## src/rtl/cnu_decode_sched.sv

```systemverilog
// Layered CNU decode scheduler: load, LUT read, write-back wait, iteration step.
// Optional early termination on syndrome pass: define CNU_SCHED_EARLY_TERM_EN.
module cnu_decode_sched #(
  parameter int MAX_ITER  = 10,
  parameter int ITER_W    = 4,
  parameter int LAYER_NUM = 4,
  parameter int LAYER_W   = 2,
  parameter int RD_LAT    = 3,
  parameter int WDOG_CYC  = 64,
  parameter int WDOG_W    = 7
) (
  input  logic               read_clk,
  input  logic               rstn,
  input  logic               start_i,
  input  logic               cnu_wr_i,
  input  logic               init_load_i,
  input  logic               pipe_load_i,
  input  logic               syndrome_pass_i,
  output logic               cnu_init_load_en_o,
  output logic               cnu_rd_finish_o,
  output logic               iter_update_o,
  output logic               busy_o,
  output logic               done_o,
  output logic               converged_o,
  output logic               timeout_o,
  output logic [ITER_W-1:0]  iter_cnt_o,
  output logic [LAYER_W-1:0] layer_cnt_o
);

  localparam int RD_W = (RD_LAT > 1) ? $clog2(RD_LAT) : 1;

  typedef enum logic [2:0] {
    IDLE,
    INIT_LOAD,
    READ,
    WR_WAIT,
    ITER_UP,
    DONE
  } state_t;

  state_t             state_q, state_d;
  logic [RD_W-1:0]    rd_q, rd_d;
  logic [WDOG_W-1:0]  wdog_q, wdog_d;
  logic               seen_q, seen_d;
  logic [ITER_W-1:0]  iter_d;
  logic [LAYER_W-1:0] layer_d;
  logic               conv_d, tmo_d;
  logic               conv_hit;
  logic               wdog_hit;
  logic               unused_pipe;

  // pipe_load_i is informational only; it never gates a transition
  assign unused_pipe = pipe_load_i;

`ifdef CNU_SCHED_EARLY_TERM_EN
  assign conv_hit = syndrome_pass_i;
`else
  logic unused_syn;
  assign unused_syn = syndrome_pass_i;
  assign conv_hit   = 1'b0;
`endif

  assign wdog_hit = (wdog_q + WDOG_W'(1)) == WDOG_W'(WDOG_CYC);

  always_comb begin
    state_d = state_q;
    rd_d    = rd_q;
    wdog_d  = '0;
    seen_d  = 1'b0;
    iter_d  = iter_cnt_o;
    layer_d = layer_cnt_o;
    conv_d  = converged_o;
    tmo_d   = timeout_o;
    unique case (state_q)
      IDLE: begin
        if (start_i) begin
          state_d = INIT_LOAD;
          iter_d  = '0;
          layer_d = '0;
          conv_d  = 1'b0;
          tmo_d   = 1'b0;
        end
      end
      INIT_LOAD: begin
        if (wdog_hit) begin
          state_d = DONE;
          tmo_d   = 1'b1;
        end else if (init_load_i) begin
          state_d = READ;
          rd_d    = '0;
        end else begin
          wdog_d = wdog_q + WDOG_W'(1);
        end
      end
      READ: begin
        if (rd_q == RD_W'(RD_LAT - 1)) begin
          state_d = WR_WAIT;
          rd_d    = '0;
        end else begin
          rd_d = rd_q + RD_W'(1);
        end
      end
      WR_WAIT: begin
        if (wdog_hit) begin
          state_d = DONE;
          tmo_d   = 1'b1;
        end else if (seen_q && !cnu_wr_i) begin
          if (layer_cnt_o < LAYER_W'(LAYER_NUM - 1)) begin
            layer_d = layer_cnt_o + LAYER_W'(1);
            state_d = READ;
          end else begin
            layer_d = '0;
            state_d = ITER_UP;
          end
        end else begin
          wdog_d = wdog_q + WDOG_W'(1);
          seen_d = seen_q | cnu_wr_i;
        end
      end
      ITER_UP: begin
        if (conv_hit) begin
          state_d = DONE;
          conv_d  = 1'b1;
        end else if (iter_cnt_o == ITER_W'(MAX_ITER - 1)) begin
          state_d = DONE;
        end else begin
          iter_d  = iter_cnt_o + ITER_W'(1);
          state_d = READ;
        end
      end
      DONE: state_d = IDLE;
      default: state_d = IDLE;
    endcase
  end

  // Outputs are decoded from the next state so they align with the state register
  always_ff @(posedge read_clk or negedge rstn) begin
    if (!rstn) begin
      state_q            <= IDLE;
      rd_q               <= '0;
      wdog_q             <= '0;
      seen_q             <= 1'b0;
      iter_cnt_o         <= '0;
      layer_cnt_o        <= '0;
      converged_o        <= 1'b0;
      timeout_o          <= 1'b0;
      cnu_init_load_en_o <= 1'b0;
      cnu_rd_finish_o    <= 1'b0;
      iter_update_o      <= 1'b0;
      busy_o             <= 1'b0;
      done_o             <= 1'b0;
    end else begin
      state_q            <= state_d;
      rd_q               <= rd_d;
      wdog_q             <= wdog_d;
      seen_q             <= seen_d;
      iter_cnt_o         <= iter_d;
      layer_cnt_o        <= layer_d;
      converged_o        <= conv_d;
      timeout_o          <= tmo_d;
      cnu_init_load_en_o <= (state_d == INIT_LOAD);
      cnu_rd_finish_o    <= (state_d == WR_WAIT);
      iter_update_o      <= (state_d == ITER_UP);
      busy_o             <= (state_d != IDLE);
      done_o             <= (state_d == DONE);
    end
  end

endmodule

```

## config.mk

```make
export PLATFORM = sky130hd
export DESIGN_NAME = cnu_decode_sched
export DESIGN_NICKNAME = d
export VERILOG_FILES = /design/src/rtl/cnu_decode_sched.sv
export SDC_FILE = /design/constraint.sdc
export NUM_CORES = 1
export LEC_CHECK = 0
export BUFFER_PORTS_ARGS = -buffer_cell sky130_fd_sc_hd__buf_2
export CAP_MARGIN = 20
export CELL_PAD_IN_SITES_DETAIL_PLACEMENT = 0
export CELL_PAD_IN_SITES_GLOBAL_PLACEMENT = 1
export CORE_ASPECT_RATIO = 1.5
export CORE_MARGIN = 2
export CORE_UTILIZATION = 40
export DETAILED_ROUTE_END_ITERATION = 12
export MAX_ROUTING_LAYER = met4
export PLACE_DENSITY_LB_ADDON = 0.3
export SLEW_MARGIN = 0
export SYNTH_ARGS = -nofsm -noshare
export SYNTH_HDL_FRONTEND = slang
export SYNTH_SLANG_ARGS = --single-unit
```

## constraint.sdc

```tcl
create_clock -name read_clk -period 2.5 [get_ports read_clk]
set_clock_uncertainty 0.1 [all_clocks]
set_input_delay 0.5 -clock read_clk [delete_from_list [all_inputs] [get_ports read_clk]]
set_output_delay 0.5 -clock read_clk [all_outputs]
set_load 0.1 [all_outputs]
```

## Word level (Yosys, flattened, before mapping)

Cells that the tools add are included.

| cells by class | value |
|---|---|
| $add $sub $neg | 4 |
| multipliers | 0 |
| divide/modulo/power cells | 0 |
| $lt $le $gt $ge | 1 |
| eq/ne operators | 18 |
| shift-type cells | 0 |
| multiplexer cells | 32 |
| bitwise gates (word level) | 1 |
| reduce and logical (&&, ||, !) cells | 13 |

Operators by type and width:

| cell | count |
|---|---|
| 7-bit two-way mux | 4 |
| 3-bit two-way mux | 8 |
| 3-bit one-hot mux with 5 select lines | 1 |
| 2-bit two-way mux | 7 |
| 7-bit one-hot mux with 2 select lines | 1 |
| 2-bit != test, second input constant | 6 |
| 3-bit by 2-bit equality test with 1-bit output, second input constant | 3 |
| 3-bit equality test, second input constant | 3 |
| 3-bit AND reduction | 3 |
| 4-bit two-way mux | 2 |
| 2-bit one-hot mux with 2 select lines | 2 |
| 4-bit one-hot mux with 2 select lines | 1 |
| 2-bit nonzero test | 4 |
| 7-bit by 1-bit adder with 7-bit output, second input constant | 1 |
| 7-bit equality test, second input constant | 1 |
| 3-bit by 1-bit equality test with 1-bit output, second input constant | 2 |
| 1-bit two-way mux | 5 |
| 2-bit by 1-bit adder with 2-bit output, second input constant | 2 |
| 4-bit by 1-bit adder with 4-bit output, second input constant | 1 |
| 4-bit equality test, second input constant | 1 |
| 4-bit AND reduction | 1 |
| 3-bit logical NOT | 1 |
| 3-bit nonzero test | 1 |
| 2-bit equality test, second input constant | 1 |
| other kinds (7) | 7 |

| storage, ports and cells | value |
|---|---|
| flip-flop bits (word level) | 25 |
| bits in latches | 0 |
| RAM bits | 0 |
| ROM bits | 0 |
| input bits | 7 |
| output and inout port bits | 13 |
| word-level logic and storage cells | 81 |
| memories | 0 |

## Longest topological paths before layout

Gate-level depths: netlist (run 1).

| depth | value |
|---|---|
| word-level depth | 6 |
| depth in mapped cells | 8 |
| gate-level depth less buffers | 8 |

## Worst setup path before layout (run 1)

No wires, ideal clock.

| timing path | value |
|---|---|
| path type | register to register |
| start | register iter_cnt_o[1] |
| end | register cnu_init_load_en_o |
| library setup time | 0.142 ns |
| arrival | 2.019 ns |
| required time | 2.258 ns |
| setup slack | 0.239 ns |
| stages on the path, launching flop included | 9 |
| path buffers | 0 |
| period minus slack after synthesis | 2.261 ns |
| cells stage by stage | dfrtp_1 > inv_1 > ha_1 > and3b_1 > nor3b_1 > nor2_1 > o32a_2 > inv_2 > a211oi_2 |

| on the way | value |
|---|---|
| word-level cells in the longest chain between the ends | 4 |

Ends and longest elaborated chain:

| what | RTL line | RTL |
|---|---|---|
| from (decl) | 26 | `output logic [ITER_W-1:0] iter_cnt_o,` |
| from (signal assigned) | 157 | `iter_cnt_o <= iter_d;` |
| 4-bit equality test | 124 | `end else if (iter_cnt_o == ITER_W'(MAX_ITER - 1)) begin` |
| 3-bit two-way mux | 124 |  |
| 3-bit one-hot mux with 5 select lines | 74 | `unique case (state_q)` |
| named net state_d[1] | 41 | `state_t state_q, state_d;` |
| 3-bit by 1-bit equality test with 1-bit output | 161 | `cnu_init_load_en_o <= (state_d == INIT_LOAD);` |
| to (signal assigned) | 161 |  |
| to (decl) | 19 | `output logic cnu_init_load_en_o,` |

The timed path passes the listed nets, and every way through them passes these cells.
A chain may end at the register's enable or synchronous reset.

## Final worst setup path (run 1)

| timing path | value |
|---|---|
| start | register wdog_q[0] |
| end | register iter_update_o |

| on the way | value |
|---|---|
| word-level cells in the longest chain between the ends | 5 |
| elaborated cells between the ends (all ways) | 6 |
| those cells by class | add/sub: 1; eq/ne: 2; mux: 3 |

Ends and longest elaborated chain:

| what | RTL line | RTL |
|---|---|---|
| from (decl) | 43 | `logic [WDOG_W-1:0] wdog_q, wdog_d;` |
| from (signal assigned) | 155 | `wdog_q <= wdog_d;` |
| 7-bit by 1-bit adder with 7-bit output (*) | 63 | `assign wdog_hit = (wdog_q + WDOG_W'(1)) == WDOG_W'(WDOG_CYC);` |
| 7-bit equality test (*) | 63 |  |
| 3-bit two-way mux, on equally long branches | 104, 85 |  |
| 3-bit one-hot mux with 5 select lines (*) | 74 |  |
| 3-bit equality test (*) | 163 | `iter_update_o <= (state_d == ITER_UP);` |
| to (signal assigned) | 163 |  |
| to (decl) | 21 | `output logic iter_update_o,` |

Mark *: on every way between the ends. The rest lies on a longest branch, timed or not.

==> flow_metrics.tcl, run 1 <==
set metrics [dict create \
    status "finished, final reports clean" \
    antenna_left 0 \
    p_int_mw 0.7509 \
    worst_setup_path_end_kind "register" \
    r2r_end "iter_update_o" \
    grt_max_degree 26 \
    synth_seq_cells 25 \
    initial_core_util_pct 41.90 \
    combPwrFrac_pct 42.1 \
    worstPathArrival_ns 2.05 \
    drtIter0Drc 14 \
    yosysUniqueCellTypes 40 \
    switching_share_pct 46.01 \
    dieArea_um2 3795 \
    synth_edf_count 0 \
    report.final.slew_viol_count 0 \
    routed_via_density 5.271 \
    drive_above_1_share_pct 18.42 \
    p_leak_nw 0.7040 \
    max_stage_delay_ns 0.44 \
    max_slew_margin_pct 62.43 \
    grt.total_usage_pct 15.58 \
    synthFlopType "dfrtp_1" \
    powerDensity_nw_per_um2 945.3 \
    hold_buffers 0 \
    grt_pass1_wl_um 4264 \
    dp_hpwl_um 1939 \
    crit_type "reg2reg" \
    r2r-start "wdog_q[0]" \
    yosys.area.top_type "dfrtp_1" \
    synth_area_um2 1324 \
    irDropWorstVdd_mv 0.5031 \
    placed_area_um2 1426 \
    post_cts_resize_count 0 \
    tns_ns 0 \
    clk_latency_ns 0.27 \
    die_w_um 50.97 \
    crit_chain "ha_1 -> xor2_1 -> nand4b_1 -> a211oi_2 -> buf_4 -> a32oi_4 -> and3b_1" \
    crit_family "flip-flops" \
    p_switching_mw 0.6400 \
    crit_fanout 6 \
    rsz0062_at_grt "no" \
    mostFrequentLayoutCells "25 x dfrtp_1, 16 x nand2_1, 16 x buf_2" \
    hold_path.class "in2async" \
    syn-instance-count 135 \
    num_rows 25 \
    antennaDiodeCount 0 \
    first_pass_iters 4 \
    path_clk_slew_ns 0.08 \
    final_area_um2 1471 \
    drcViolationCount 0 \
    core-area_um2 3159 \
    clkSinkCount 25 \
    setup_viol 0 \
    num_vias 1012 \
    wirelength_um 2519 \
    critPathBufInv 1 \
    cp-start-kind "register" \
    grt_pass1_vias 987 \
    pwr-share-seq_pct 41.0 \
    cp.required_ns 2.56 \
    layout_commonest_cell "dfrtp_1" \
    root_buffer "clkbuf_8" \
    io_pins 20 \
    synth_area_per_cell_um2 9.806 \
    synthArstFlopShare_pct 100.0 \
    rrSetupSlack_ns 0.51 \
    chipHeight_um 74.46 \
    max_freq_mhz 502.6 \
    finalWeightedCongestion 0.8152 \
    cts_buffer_depth 2 \
    port_buffers 16 \
    cap_viol_max_count 0 \
    wire_per_inst_um 13.12 \
    cts_setup_buffers 0 \
    ys.warnings.count 0 \
    cts_tree "yes" \
    tightest_slew_ns 0.5635 \
    fin_crit_ns 1.989 \
    synth_area_leaders "dfrtp_1 47%, nand2_1 4.5%, ha_1 3.8%, nor2_1 3.7%, xor2_1 2.6%" \
    fin_crit_sh_pct 79.58 \
    area_growth_pct 11.15 \
    hold_violations 0 \
    gr-total-overflow 0 \
    htreeDepth 1 \
    nets 164 \
    cp_slowest_cell "dfrtp_1" \
    reg2reg_depth 7 \
    p_clk_share_pct 16.9 \
    synth_fp_nets 146 \
    yosysTopAreaCellShare_pct 47.26 \
    cp-startpoint "wdog_q[0]" \
    synth-seq-area-share_pct 47.26 \
    antenna_found_initial 0 \
    cts_buffers 3 \
]
## power groups by stage
stage	Clock, mW	Combinational (mW)	Sequential, mW
final	0.234	0.586	0.571
after floorplan	0	0.346	0.723
after CTS	0.248	0.595	0.570
after global placement	0	0.587	0.575
after global routing	0.261	0.643	0.585
after detailed placement	0	0.594	0.577
## sequential cells by signal, indices dropped and copies added (netlist names)
register	cells
iter_update_o	1
busy_o	1
seen_q	1
cnu_rd_finish_o	1
done_o	1
wdog_q	7
layer_cnt_o	2
state_q	3
cnu_init_load_en_o	1
rd_q	2
timeout_o	1
iter_cnt_o	4
## cells in the mapped netlist (all sizes together) (2+ instances only)
master  instances
dfrtp          25
nand2          16
nor2           13
o21ai           8
a21oi           6
nand3           6
buf             5
inv             5
nor2b           5
ha              4
nand2b          4
nand4           4
xor2            4
a211oi          3
a22o            3
or3             3
and2            2
and3b           2
nor3b           2
o211ai          2
## final cells by class
type / count / area (um^2)
Tap cell: 40 / 50.05
Sequential cell: 25 / 625.6
Clock buffer: 4 / 45.04
Timing Repair Buffer: 18 / 95.09
Inverter: 5 / 18.77
Multi-Input combinational cell: 100 / 636.9
Fill cell: 317 / 1688
## per-stage QoR
step	total power, mW	utilization (%)	setup WS (ns)	hold WS (ns)	std cells
3_3_place_gp	1.162	45.15	0.5301	0.4031	188
6_report	1.391	46.57	0.5105	0.1178	192
5_1_grt	1.489	46.57	0.3478	0.1578	192
3_5_place_dp	1.171	45.15	0.5208	0.4038	188
2_1_floorplan	1.069	-	0.2393	0.1044	135
4_1_cts	1.413	46.57	0.4900	0.1319	192
## routing by layer
layer / part of all wire (%) / routed length, um / GRT usage [%]
met4: 2.0 / 50 / 7.207
met2: 56 / 1418 / 29.15
met5: 0 / 0 / -
met3: 2.0 / 51 / 2.410
met1: 40 / 999 / 15.51
## worst max-delay path by stage
stage                     cells past startpoint                 end
after floorplan                               8  cnu_init_load_en_o
after global placement                        7  cnu_init_load_en_o
after detailed placement                      7  cnu_init_load_en_o
after CTS                                     7  cnu_init_load_en_o
after global routing                          7           wdog_q[2]
final                                         7       iter_update_o
## logic make-up after synthesis
logic type	synth area share, %
other cells	0.2833
simple gates	24.67
xor+xnor	3.308
compound gates	16.07
fa+ha+maj	3.781
flops	47.26
buf+inv	4.630
Note: power is estimated with default switching activity, not from simulation.
==> run 2, diff against run 1 <==
--- a/config.mk
+++ b/config.mk
@@ -5,6 +5,7 @@
 export SDC_FILE = /design/constraint.sdc
 export NUM_CORES = 1
 export LEC_CHECK = 0
+export ABC_AREA = 1
 export BUFFER_PORTS_ARGS = -buffer_cell sky130_fd_sc_hd__buf_2
 export CAP_MARGIN = 20
 export CELL_PAD_IN_SITES_DETAIL_PLACEMENT = 0
==> constraint.sdc (replaced) <==
create_clock -name read_clk -period 1.92 [get_ports read_clk]
set_clock_uncertainty 0.1 [all_clocks]
set_input_delay 0.384 -clock read_clk [delete_from_list [all_inputs] [get_ports read_clk]]
set_output_delay 0.384 -clock read_clk [all_outputs]
set_load 0.1 [all_outputs]
==> run 2 against run 1 <==
Compared with the run above:
- the flow now finishes with violations (hold timing)
- final cell count rose by 26%
- area after synthesis rose by 1.7%
- combinational power rose by 62%
- sequential share of layout area fell by 3.0 points
- routed wire length rose by 5.8%
- clock power rose by 32%
- non-clock buffer count rose by 6
- die area rose by 1.6%
- global-route usage rose by 1.2 points
- register-to-register slack got worse by 0.36 ns
- critical path type unchanged
- critical endpoint is now busy_o
==> flow_metrics.tcl, run 2 <==
set metrics [dict create \
    status "finished, violations left" \
    violations "hold timing" \
    drive_above_1_share_pct 26.87 \
    finalWeightedCongestion 0.8038 \
    report.final.slew_viol_count 0 \
    routed_via_density 4.793 \
    num_vias 1155 \
    fillers 347 \
    wire_per_inst_um 11.05 \
    ys_top_cells_by_count "46 x nand2_1, 25 x dfrtp_1, 25 x inv_1, 24 x nor2_1, 11 x nand3_1" \
    crit_fanout 7 \
    path_clk_slew_ns 0.09 \
    area_growth_pct 19.52 \
    seq_area_um2 635.6 \
    final_area_um2 1609 \
    largest_reg_flops 7 \
    wirelength_um 2664 \
    synth_seq_cells 25 \
    irDropWorstVdd_mv 0.6728 \
    yosysTopAreaCellShare_pct 46.47 \
    grt_max_degree 26 \
    antenna_found_initial 0 \
    worstPathArrival_ns 1.82 \
    cp-start-kind "register" \
    mostFrequentLayoutCells "46 x nand2_1, 25 x inv_1, 21 x nor2_1, 21 x dfrtp_1, 16 x buf_2" \
    antennaDiodeCount 0 \
    cts_tree "yes" \
    fin_ws_ns 0.1536 \
    synth-seq-area-share_pct 46.47 \
    port_buffers 16 \
    drtIter0Drc 19 \
    die_w_um 51.37 \
    gr-total-overflow 0 \
    setup_viol 0 \
    cp.required_ns 1.98 \
    synth_edf_count 0 \
    first_pass_iters 4 \
    dieArea_um2 3855 \
    synth_area_leaders "dfrtp_1 46%, nand2_1 13%, inv_1 7.0%, nor2_1 6.7%, nand3_1 4.1%" \
    p_leak_nw 0.8606 \
    cap_viol_max_count 0 \
    core-area_um2 3191 \
    layout_commonest_cell "nand2_1" \
    final_util_pct 50.43 \
    hold_violations 15 \
    dp_hpwl_um 2080 \
    max_slew_margin_pct 63.85 \
    post_layout_nonfiller_instances 241 \
    top_regs "wdog_q: 7 flops, iter_cnt_o: 4 flops, state_q: 3 flops" \
    cts_buffer_depth 2 \
    tightest_slew_ns 0.5423 \
    powerDensity_nw_per_um2 1214 \
    dpl.cell_count 232 \
    hold_buffers 0 \
    clk_latency_ns 0.27 \
    max_freq_mhz 566.1 \
    grt_pass1_wl_um 4740 \
    multi_input_area_um2 639.4 \
    worst_setup_path_end_kind "register" \
    antenna_left 0 \
    placed_area_um2 1500 \
    yosysUniqueCellTypes 23 \
    initial_core_util_pct 42.20 \
    chipHeight_um 75.05 \
    hold_path.class "in2async" \
    regMostFlops "wdog_q" \
    cts_buffers 3 \
    num_rows 25 \
    synth_fp_nets 185 \
    drcViolationCount 0 \
    root_buffer "clkbuf_8" \
    yosys.area.top_type "dfrtp_1" \
    synthFlopType "dfrtp_1" \
    synth_area_um2 1346 \
    grt_pass1_vias 1104 \
    io_pins 20 \
    place_ws_ns 0.05860 \
    clkSinkCount 25 \
    synth_area_per_cell_um2 7.737 \
    hold-worst-slack_ns -0.01698 \
    tns_ns 0 \
    crit_type "reg2reg" \
    nets 213 \
    fin_crit_ns 1.766 \
    htreeDepth 1 \
    syn-instance-count 174 \
    power_mw 1.953 \
    fin_crit_sh_pct 92.00 \
    synthArstFlopShare_pct 100.0 \
    grt.total_usage_pct 16.82 \
    yosysMostFrequentCell "nand2_1" \
    ys.warnings.count 0 \
]
==> run 2: kinds of logic after synthesis <==
kind of cell	after synthesis	share of synthesized area, %
fa+ha+maj	4	3.718
simple gates	101	34.57
flops	25	46.47
other cells	1	0.2785
compound gates	14	5.856
buf+inv	27	7.807
xor+xnor	2	1.301
==> run 2: layout make-up <==
type	instances	share of cell area [%]
sequential	25	39.50
inverter	26	6.065
tap	40	3.110
multi-input combinational	122	39.74
timing repair buffer	24	8.709
clock buffer	3	2.566
clock inverter	1	0.3110
==> run 2: final timing paths <==
check | slack [ns] | start | depth (start not counted) | to
setup reg to reg | 0.15 | wdog_q[1] | 9 | busy_o
max in group asynchronous | 1.32 | rstn | 1 | iter_cnt_o[0]
min in group read_clk | 0.20 | start_i | 2 | iter_cnt_o[3]
setup / recovery | 0.15 | wdog_q[1] | 9 | busy_o
hold / removal | -0.02 | rstn | 1 | rd_q[0]
hold reg to reg | 0.40 | rd_q[0] | 1 | rd_q[0]
==> run 2: repair_timing <==
action                                  4_1_cts  5_1_grt
setup buffers                                 0        5
endpoints found under the setup margin        0       11
gates resized for setup                       0        8
==> run 2: metal layers <==
metal  GRT usage (%)  part of all wire (%)  vias up
li1                -                     -      590
met1           19.05                    41      547
met2           29.49                    55       13
met3           1.786                   1.9        5
met4           7.895                   2.1        0
met5               -                     0        -
==> run 2: where the power goes <==
group / leakage, nW / switching, mW / internal, mW / total (mW)
Clock: 0.0255 / 0.163 / 0.145 / 0.308
Sequential: 0.327 / 0.0612 / 0.634 / 0.695
Combinational: 0.508 / 0.703 / 0.246 / 0.949
==> run 2: worst max-delay path, cell delays in order, from the launching register on <==
cell,delay [ns]
dfrtp_1,0.40
ha_2,0.22
nand3_1,0.08
nand2_1,0.08
a21oi_2,0.14
nand2_2,0.08
nor2_4,0.22
o21bai_1,0.11
nor2_2,0.15
nand3_1,0.08
